<file path="src/rtl/uart_cmd_responder.sv">
// Host-side command responder for UartTop: parses 5-byte request frames, accesses a local
// byte register file and sends back a 5-byte response through the transmit handshake.
module uart_cmd_responder #(
  parameter int ADDR_W      = 4,
  parameter int TIMEOUT_CYC = 200000
) (
  input  logic       clk,
  input  logic       rst,
  input  logic [7:0] rx_word,
  input  logic       rx_rxne,
  output logic       rx_clear,
  output logic [7:0] tx_data,
  output logic       tx_valid,
  input  logic       tx_busy,
  output logic [7:0] ctrl_reg,
  output logic       frame_err
);

  localparam int DEPTH = 1 << ADDR_W;
  localparam int TW    = $clog2(TIMEOUT_CYC + 1);

  localparam logic [7:0] REQ_SYNC  = 8'hA5;
  localparam logic [7:0] RESP_SYNC = 8'h5A;
  localparam logic [7:0] CMD_WR    = 8'h01;
  localparam logic [7:0] CMD_RD    = 8'h02;
  localparam logic [7:0] ST_OK     = 8'h00;
  localparam logic [7:0] ST_CHK    = 8'h01;
  localparam logic [7:0] ST_CMD    = 8'h02;
  localparam logic [7:0] ST_ADDR   = 8'h03;

  typedef enum logic [3:0] {
    IDLE, GET_CMD, GET_ADDR, GET_DATA, GET_CHK, EXEC, TX_LOAD, TX_WAIT_HI, TX_WAIT_LO
  } state_t;

  function automatic logic [7:0] frame_chk(input logic [7:0] a, input logic [7:0] b,
                                           input logic [7:0] c);
    return a ^ b ^ c;
  endfunction

  state_t            state_r;
  logic              armed_r;
  logic [7:0]        cmd_r;
  logic [7:0]        addr_r;
  logic [7:0]        data_r;
  logic [7:0]        chk_r;
  logic [7:0]        resp_r [0:4];
  logic [2:0]        idx_r;
  logic [TW-1:0]     tmo_r;
  logic [7:0]        regs_r [0:DEPTH-1];

  logic              rx_state_s;
  logic              consume_s;
  logic [7:0]        status_s;
  logic [7:0]        rd_data_s;
  logic [7:0]        resp_data_s;
  logic [ADDR_W-1:0] waddr_s;

  assign ctrl_reg = regs_r[0];
  assign waddr_s  = addr_r[ADDR_W-1:0];

  // Bytes are only taken while parsing; during EXEC/TX they stay pending in UartTop.
  always_comb begin
    rx_state_s = 1'b0;
    if (state_r == IDLE || state_r == GET_CMD || state_r == GET_ADDR ||
        state_r == GET_DATA || state_r == GET_CHK) begin
      rx_state_s = 1'b1;
    end else begin
      rx_state_s = 1'b0;
    end
    consume_s = rx_rxne && armed_r && rx_state_s;
  end

  // Response status with checksum taking priority over command, then address.
  always_comb begin
    status_s  = ST_OK;
    rd_data_s = regs_r[waddr_s];
    if (frame_chk(cmd_r, addr_r, data_r) != chk_r) begin
      status_s = ST_CHK;
    end else if (cmd_r != CMD_WR && cmd_r != CMD_RD) begin
      status_s = ST_CMD;
    end else if ({1'b0, addr_r} >= 9'(DEPTH)) begin
      status_s = ST_ADDR;
    end else begin
      status_s = ST_OK;
    end
    if (status_s != ST_OK) begin
      resp_data_s = 8'h00;
    end else if (cmd_r == CMD_WR) begin
      resp_data_s = data_r;
    end else begin
      resp_data_s = rd_data_s;
    end
  end

  // Frame FSM, RX handshake, timeout, register file and registered outputs.
  always_ff @(posedge clk or posedge rst) begin
    if (rst) begin
      state_r   <= IDLE;
      armed_r   <= 1'b1;
      rx_clear  <= 1'b0;
      tx_valid  <= 1'b0;
      tx_data   <= 8'h00;
      frame_err <= 1'b0;
      cmd_r     <= 8'h00;
      addr_r    <= 8'h00;
      data_r    <= 8'h00;
      chk_r     <= 8'h00;
      idx_r     <= 3'd0;
      tmo_r     <= '0;
      for (int i = 0; i < 5; i++) resp_r[i] <= 8'h00;
      for (int i = 0; i < DEPTH; i++) regs_r[i] <= 8'h00;
    end else begin
      rx_clear  <= consume_s;
      tx_valid  <= 1'b0;
      frame_err <= 1'b0;
      // A byte is consumed once; re-arm only after RXNE has been seen low.
      if (!rx_rxne) begin
        armed_r <= 1'b1;
      end else if (consume_s) begin
        armed_r <= 1'b0;
      end
      case (state_r)
        IDLE: begin
          tmo_r <= '0;
          if (consume_s && rx_word == REQ_SYNC) state_r <= GET_CMD;
        end
        GET_CMD, GET_ADDR, GET_DATA, GET_CHK: begin
          if (consume_s) begin
            tmo_r <= '0;
            case (state_r)
              GET_CMD:  begin cmd_r  <= rx_word; state_r <= GET_ADDR; end
              GET_ADDR: begin addr_r <= rx_word; state_r <= GET_DATA; end
              GET_DATA: begin data_r <= rx_word; state_r <= GET_CHK;  end
              GET_CHK:  begin chk_r  <= rx_word; state_r <= EXEC;     end
              default:  state_r <= IDLE;
            endcase
          end else if (tmo_r == TW'(TIMEOUT_CYC - 1)) begin
            tmo_r     <= '0;
            frame_err <= 1'b1;
            state_r   <= IDLE;
          end else begin
            tmo_r <= tmo_r + 1'b1;
          end
        end
        EXEC: begin
          if (status_s == ST_OK && cmd_r == CMD_WR) regs_r[waddr_s] <= data_r;
          resp_r[0] <= RESP_SYNC;
          resp_r[1] <= status_s;
          resp_r[2] <= addr_r;
          resp_r[3] <= resp_data_s;
          resp_r[4] <= frame_chk(status_s, addr_r, resp_data_s);
          idx_r     <= 3'd0;
          frame_err <= (status_s != ST_OK);
          state_r   <= TX_LOAD;
        end
        TX_LOAD: begin
          if (!tx_busy) begin
            tx_data  <= resp_r[idx_r];
            tx_valid <= 1'b1;
            state_r  <= TX_WAIT_HI;
          end
        end
        TX_WAIT_HI: begin
          if (tx_busy) state_r <= TX_WAIT_LO;
        end
        TX_WAIT_LO: begin
          if (!tx_busy) begin
            if (idx_r == 3'd4) begin
              state_r <= IDLE;
            end else begin
              idx_r   <= idx_r + 3'd1;
              state_r <= TX_LOAD;
            end
          end
        end
        default: state_r <= IDLE;
      endcase
    end
  end

endmodule

</file>
<file path="config.mk">
export PLATFORM = sky130hd
export DESIGN_NAME = uart_cmd_responder
export DESIGN_NICKNAME = d
export VERILOG_FILES = /design/src/rtl/uart_cmd_responder.sv
export SDC_FILE = /design/constraint.sdc
export NUM_CORES = 1
export LEC_CHECK = 0
export ABC_AREA = 1
export CAP_MARGIN = 20
export CORE_AREA = 2 2 219 221
export CTS_CLUSTER_SIZE = 8
export DETAILED_ROUTE_END_ITERATION = 6
export DIE_AREA = 0 0 221 223
export SLEW_MARGIN = 15
export SYNTH_ARGS = -nofsm -noshare
export SYNTH_HDL_FRONTEND = slang
export SYNTH_SLANG_ARGS = --single-unit
export TNS_END_PERCENT = 100
</file>
<file path="constraint.sdc">
create_clock -name clk -period 10.85 [get_ports clk]
set_input_delay 2.17 -clock clk [delete_from_list [all_inputs] [get_ports clk]]
set_output_delay 2.17 -clock clk [all_outputs]
set_load 0.01 [all_outputs]
</file>
==> results of run 1 <==
## power breakdown
part           switching [W]  leakage, nW  internal, W
registers           0.000214         3.04     0.000937
logic               0.000824         3.25     0.000325
clock network       0.000351        0.401     0.000513
## kinds of logic (layout without fill, tap and decap cells)
family | count (synthesis) | in the layout | synth area share (%)
AO/OA/AOI/OAI | 168 | 168 | 8.11
XOR/XNOR | 6 | 6 | 0.452
adder cells (fa/ha/maj) | 3 | 3 | 0.323
buffers and inverters | 198 | 191 | 8.06
flip-flops | 224 | 224 | 48.2
AND/OR/NAND/NOR | 890 | 890 | 34.8
## metal layers
layer / track usage [%] / vias up / wire length (um) / share of wire (%)
li1: - / 4889 / - / -
met1: 18.4 / 4838 / 15200 / 46
met2: 20.9 / 277 / 15000 / 46
met3: 1.75 / 51 / 1740 / 5.3
met4: 3.92 / 0 / 778 / 2.4
met5: 0 / - / 0 / 0
## cells in the mapped netlist
library cell / n
buf_12: 1
a31oi_1: 4
nand2_1: 531
clkbuf_1: 43
and3_1: 2
o21ai_1: 5
a21oi_1: 12
nor3_1: 8
xor2_1: 4
o221ai_1: 1
nand4_4: 12
nor4_1: 2
dfrtp_1: 223
inv_1: 94
o31ai_1: 2
o22ai_1: 31
buf_1: 2
dfstp_2: 1
o21a_1: 2
o21bai_1: 2
nor2_1: 134
o211ai_1: 3
nand3_2: 2
a2bb2oi_1: 3
buf_6: 11
or2_2: 8
o21ai_0: 96
nor2_2: 4
nand2_4: 1
nand2_2: 2
inv_2: 7
a22oi_1: 5
nor2_4: 3
a22o_1: 1
o211a_1: 1
buf_4: 18
ha_1: 3
nand4_1: 142
xnor2_1: 2
buf_2: 22
nand3_1: 39
## cell type report
class | instances | share of cell area [%]
Tap cell | 615 | 5.84
Clock buffer | 43 | 6.23
Timing Repair Buffer | 46 | 3.52
Multi-Input combinational cell | 1067 | 38.9
Clock inverter | 1 | 0.0665
Sequential cell | 224 | 42.6
Inverter | 101 | 2.93
## final timing paths
check	from	endpoint	slack, ns	depth (start not counted)
min in group asynchronous	rst	tmo_r[5]$_DFFE_PP0P_	2.08	2
max in group asynchronous	rst	regs_r[63]$_DFFE_PP0P_	7.56	3
worst min register to register	tmo_r[17]$_DFFE_PP0P_	tmo_r[17]$_DFFE_PP0P_	0.46	1
worst max-delay path	ctrl_reg[7]$_DFFE_PP0P_	ctrl_reg[7]	7.18	1
worst max register to register	data_r[3]$_DFFE_PP0P_	regs_r[67]$_DFFE_PP0P_	7.36	12
worst min-delay path	tmo_r[17]$_DFFE_PP0P_	tmo_r[17]$_DFFE_PP0P_	0.46	1
## metrics by stage
step / hold WS (ns) / power (W) / area, um2 / utilization [%] / std cells
floorplan: 0.431 / 0.00190 / 11600 / - / 1489
global placement: 0.447 / 0.00228 / 12300 / 26.1 / 2051
detailed placement: 0.453 / 0.00230 / 12300 / 26.1 / 2051
CTS: 0.461 / 0.00317 / 13100 / 27.8 / 2095
global route: 0.473 / 0.00336 / 13200 / 27.9 / 2097
finish: 0.458 / 0.00316 / 13200 / 27.9 / 2097
==> flow_metrics.py, run 1 <==
metrics = {
    "outcome": {
        "status": "completed",
    },
    "drt": {
        "drc": 0,
        "wire_per_inst_um": 15.6,
        "antenna_left": 0,
        "dr.pass1.iters": 5,
        "vias": 10100,
        "routed_wl_mm": 32.7,
        "via_per_inst": 4.79,
        "drtIter0Drc": 1126,
    },
    "floorplanning": {
        "ios": 31,
        "core_area_um2": 47100,
        "start_util_pct": 24.7,
        "rows": 80,
        "die-area_um2": 49300,
        "die-height_um": 223,
        "die_w_um": 221,
    },
    "timing": {
        "post-route-worst-setup-slack_ns": 7.18,
        "hold_viol": 0,
        "tns_ns": 0,
        "finClkSkew_ns": 0.0212,
        "period_needed_ns": 3.67,
        "slew_headroom_pct": 26.5,
        "rsz0062_at_grt": "no",
        "worst_pin_slew_ns": 1.10,
        "setup_violations": 0,
        "max_freq_ghz": 0.273,
        "fin_crit_sh_pct": 33.8,
        "final-max-slew-violation-count": 0,
    },
    "cts": {
        "clk_pin_slew_worst_paths_ns": 0.05,
        "post_cts_buffers": 0,
        "cts_buffers": 31,
        "cts_root_buffer": "clkbuf_16",
        "cts_tree": "built",
        "h-tree-depth": 1,
        "cts_buffer_depth": 3,
        "cts.repair.resized": 0,
        "holdBufCountCts": 0,
        "insertion_delay_ns": 0.55,
        "clock_sinks": 224,
    },
    "setup_path": {
        "worst-setup-path-type": "reg -> out",
        "crit_path_end_kind": "primary output",
        "cp_max_fo": 3,
        "critPathBufInv": 1,
        "cp-start-kind": "flip-flop",
        "crit_path_top_delay_cell": "clkdlybuf4s50_1",
        "crit_chain": "clkdlybuf4s50_1",
        "cp.arrival_ns": 1.50,
        "critical-path-top-delay-family": "buffers and inverters",
        "required_ns": 8.68,
        "max_stage_delay_ns": 0.57,
    },
    "cells_and_area": {
        "final_common_cell": "nand2_1",
        "multi_input_area_um2": 5120,
        "seq_area_um2": 5610,
        "largest_reg_flops": 120,
        "nFillCells": 5024,
        "largestRegisters": "regs_r: 120 flops, resp_r: 27 flops, tmo_r: 18 flops",
        "antenna_cells": 0,
        "final_cell_mix": "nand2_1, dfrtp_1, nand4_1",
        "areaGrowthSynthToFinish_pct": 13.3,
        "layout-drive-gt1-share_pct": 6.34,
        "largest-register": "regs_r",
        "final_nets": 1486,
    },
    "logic_synthesis": {
        "ys_seq_elements": 224,
        "syn_nets": 1504,
        "synth_area_um2": 11600,
        "synth_cell_types": 41,
        "syn_inst": 1489,
        "yosysTopAreaCellShare_pct": 48.0,
        "synthTopCellsByArea": "dfrtp_1, nand2_1, nand4_1",
        "synth_area_per_cell_um2": 7.81,
        "seq_area_frac_synth_pct": 48.2,
        "yosysTopAreaCell": "dfrtp_1",
        "yosys_warnings": 0,
    },
    "worst_hold_path": {
        "hold_class": "reg -> reg",
    },
    "place": {
        "gp_congestion": 0.817,
        "hpwl_mm": 19.8,
        "io_buffers": 30,
        "pre_cts_ws_ns": 6.21,
    },
    "global_routing": {
        "grt_antenna_before_repair": 0,
        "overflow": 0,
        "grt_pass1_wl_mm": 53.5,
        "grt_max_degree": 143,
        "grt.total_usage_pct": 13.1,
        "grt_pass1_vias": 9649,
    },
    "power_and_ir_drop": {
        "peakVddDrop_v": 0.000136,
        "p_per_area_nw_per_um2": 240,
        "power.leakage_nw": 6.69,
    },
    "job": {
        "drv_cap": 0,
    },
}
(Power assumes the default switching activity.)
==> run 2, diff against run 1 <==
==> constraint.sdc (replaced) <==
create_clock -name clk -period 3 [get_ports clk]
set_input_delay 0.6 -clock clk [delete_from_list [all_inputs] [get_ports clk]]
set_output_delay 0.6 -clock clk [all_outputs]
set_load 0.01 [all_outputs]
==> flow_metrics.py, run 2 (same netlist as run 1, synthesis figures left out) <==
metrics = {
    "timing": {
        "rsz0062_at_grt": "no",
        "final-max-slew-violation-count": 0,
        "max_freq_ghz": 0.379,
        "hold_viol": 0,
        "fin_crit_sh_pct": 87.9,
        "worst_pin_slew_ns": 1.03,
        "setup_violations": 0,
        "period_needed_ns": 2.64,
        "finClkSkew_ns": 0.0224,
        "slew_headroom_pct": 30.9,
        "tns_ns": 0,
    },
    "cells_and_area": {
        "largest-register": "regs_r",
        "final_cell_mix": "nand2_1, dfrtp_1, nand4_1",
        "areaGrowthSynthToFinish_pct": 16.6,
        "final_common_cell": "nand2_1",
        "nFillCells": 4965,
        "final_nets": 1521,
        "layout-drive-gt1-share_pct": 8.71,
        "largestRegisters": "regs_r: 120 flops, resp_r: 27 flops, tmo_r: 18 flops",
        "largest_reg_flops": 120,
        "antenna_cells": 0,
    },
    "setup_path": {
        "required_ns": 3.39,
        "r2r_slack_ns": 0.36,
        "cp-start-kind": "flip-flop",
        "critical-path-top-delay-family": "simple AND/OR/NAND/NOR gates",
        "max_stage_delay_ns": 0.62,
        "crit_path_end_kind": "flip-flop",
        "crit_cells": 12,
        "cp.arrival_ns": 3.03,
        "cp_max_fo": 21,
        "reg2reg_to": "resp_r[0]$_DFFE_PP0N_",
        "crit_path_top_delay_cell": "dfrtp_1",
        "regToRegStartpoint": "addr_r[1]$_DFFE_PP0P_",
        "critPathBufInv": 2,
        "worst-setup-path-type": "reg -> reg",
        "crit_chain": "inv_2, nand2_2, buf_4, nor2_1, nor2_1, nand2_1, nand2_1, nand3_1, o21ai_0, nand2_1, nand3_1, nand3_1",
        "worst_r2r_path_depth": 12,
    },
    "global_routing": {
        "grt.total_usage_pct": 13.4,
        "grt_max_degree": 129,
        "grt_antenna_before_repair": 0,
        "overflow": 0,
        "grt_pass1_wl_mm": 54.3,
        "grt_pass1_vias": 9814,
    },
    "power_and_ir_drop": {
        "p_clk_share_pct": 28.5,
        "combPwrFrac_pct": 39.9,
        "p_int_w": 0.00689,
        "p_per_area_nw_per_um2": 889,
        "p_sw_w": 0.00516,
        "peakVddDrop_v": 0.000556,
        "power_w": 0.0121,
        "seq_power_share_pct": 31.6,
        "power.leakage_nw": 6.91,
        "p_sw_share_pct": 42.8,
    },
    "floorplanning": {
        "die-area_um2": 49300,
        "die-height_um": 223,
        "start_util_pct": 24.7,
        "die_w_um": 221,
        "rows": 80,
        "core_area_um2": 47100,
        "ios": 31,
    },
    "drt": {
        "drc": 0,
        "dr.pass1.iters": 5,
        "via_per_inst": 4.84,
        "vias": 10300,
        "drtIter0Drc": 834,
        "antenna_left": 0,
        "routed_wl_mm": 33.3,
        "wire_per_inst_um": 15.7,
    },
    "cts": {
        "cts.repair.resized": 0,
        "holdBufCountCts": 0,
        "post_cts_buffers": 0,
        "clock_sinks": 224,
        "clk_pin_slew_worst_paths_ns": 0.05,
        "cts_buffers": 34,
        "cts_root_buffer": "clkbuf_16",
        "insertion_delay_ns": 0.50,
        "cts_tree": "built",
        "cts_buffer_depth": 3,
        "h-tree-depth": 2,
    },
    "place": {
        "hpwl_mm": 21.8,
        "gp_congestion": 0.843,
        "io_buffers": 30,
    },
    "worst_hold_path": {
        "holdPathEnd": "armed_r$_DFFE_PP1P_",
        "hp-start": "armed_r$_DFFE_PP1P_",
        "hold_depth": 2,
        "hold_class": "reg -> reg",
    },
    "job": {
        "drv_cap": 0,
    },
    "outcome": {
        "status": "completed",
    },
}
==> run 2: changes by cell type in the layout (fill, tap and decap cells not counted), sizes merged <==
cell,change
buf,+32
inv,-1
clkinvlp,+2
==> run 2: worst max path at each step <==
stage	slack [ns]	end	from
2_1_floorplan	-0.52	addr_r[0]$_DFFE_PP0P_	rst
3_3_place_gp	0.48	resp_r[2]$_DFFE_PP0N_	addr_r[1]$_DFFE_PP0P_
3_5_place_dp	0.37	resp_r[0]$_DFFE_PP0N_	addr_r[1]$_DFFE_PP0P_
4_1_cts	0.37	resp_r[10]$_DFFE_PP0N_	addr_r[1]$_DFFE_PP0P_
5_1_grt	0.24	resp_r[0]$_DFFE_PP0N_	addr_r[1]$_DFFE_PP0P_
6_report	0.36	resp_r[0]$_DFFE_PP0N_	addr_r[1]$_DFFE_PP0P_
==> run 2: area by class of cell <==
cell class	instances	area (um2)	area share, %
flip-flops and latches	224	5610	41.4
inverters	101	383	2.82
clock buffers	43	916	6.76
multi-input cells	1067	5120	37.8
repair buffers	78	748	5.52
well taps	615	769	5.68
clock inverters	2	16.3	0.120
==> run 2: worst min-delay path, cell delays in order, from the launching register on <==
cell and delay, ns:
dfstp_2 0.36, nand2_1 0.05, nand2_1 0.04
==> run 2: per-stage QoR <==
| stage | hold WS, ns | cell area [um2] | setup slack [ns] | std cells | utilization (%) |
|---|---|---|---|---|---|
| floorplan | 0.431 | 11600 | -0.523 | 1489 | - |
| global placement | 0.447 | 12600 | 0.476 | 2085 | 26.8 |
| detailed placement | 0.453 | 12600 | 0.370 | 2085 | 26.8 |
| CTS | 0.463 | 13600 | 0.367 | 2130 | 28.8 |
| global route | 0.480 | 13600 | 0.238 | 2130 | 28.8 |
| finish | 0.462 | 13600 | 0.363 | 2130 | 28.8 |
==> run 2: power groups by stage <==
| stage | Combinational [W] | Sequential [W] | Clock, W |
|---|---|---|---|
| floorplan | 0.00317 | 0.00369 | 0 |
| global placement | 0.00472 | 0.00384 | 0 |
| detailed placement | 0.00476 | 0.00385 | 0 |
| CTS | 0.00477 | 0.00381 | 0.00351 |
| global route | 0.00528 | 0.00387 | 0.00363 |
| finish | 0.00481 | 0.00381 | 0.00343 |
==> run 2: metal layers <==
| metal | routed length [um] | vias up | track usage, % | share of wire [%] |
|---|---|---|---|---|
| met5 | 0 | - | 0 | 0 |
| met4 | 828 | 0 | 4.11 | 2.5 |
| met3 | 1940 | 53 | 2.00 | 5.8 |
| met2 | 15500 | 324 | 22.0 | 46 |
| met1 | 15100 | 4981 | 18.3 | 45 |
| li1 | - | 4946 | - | - |
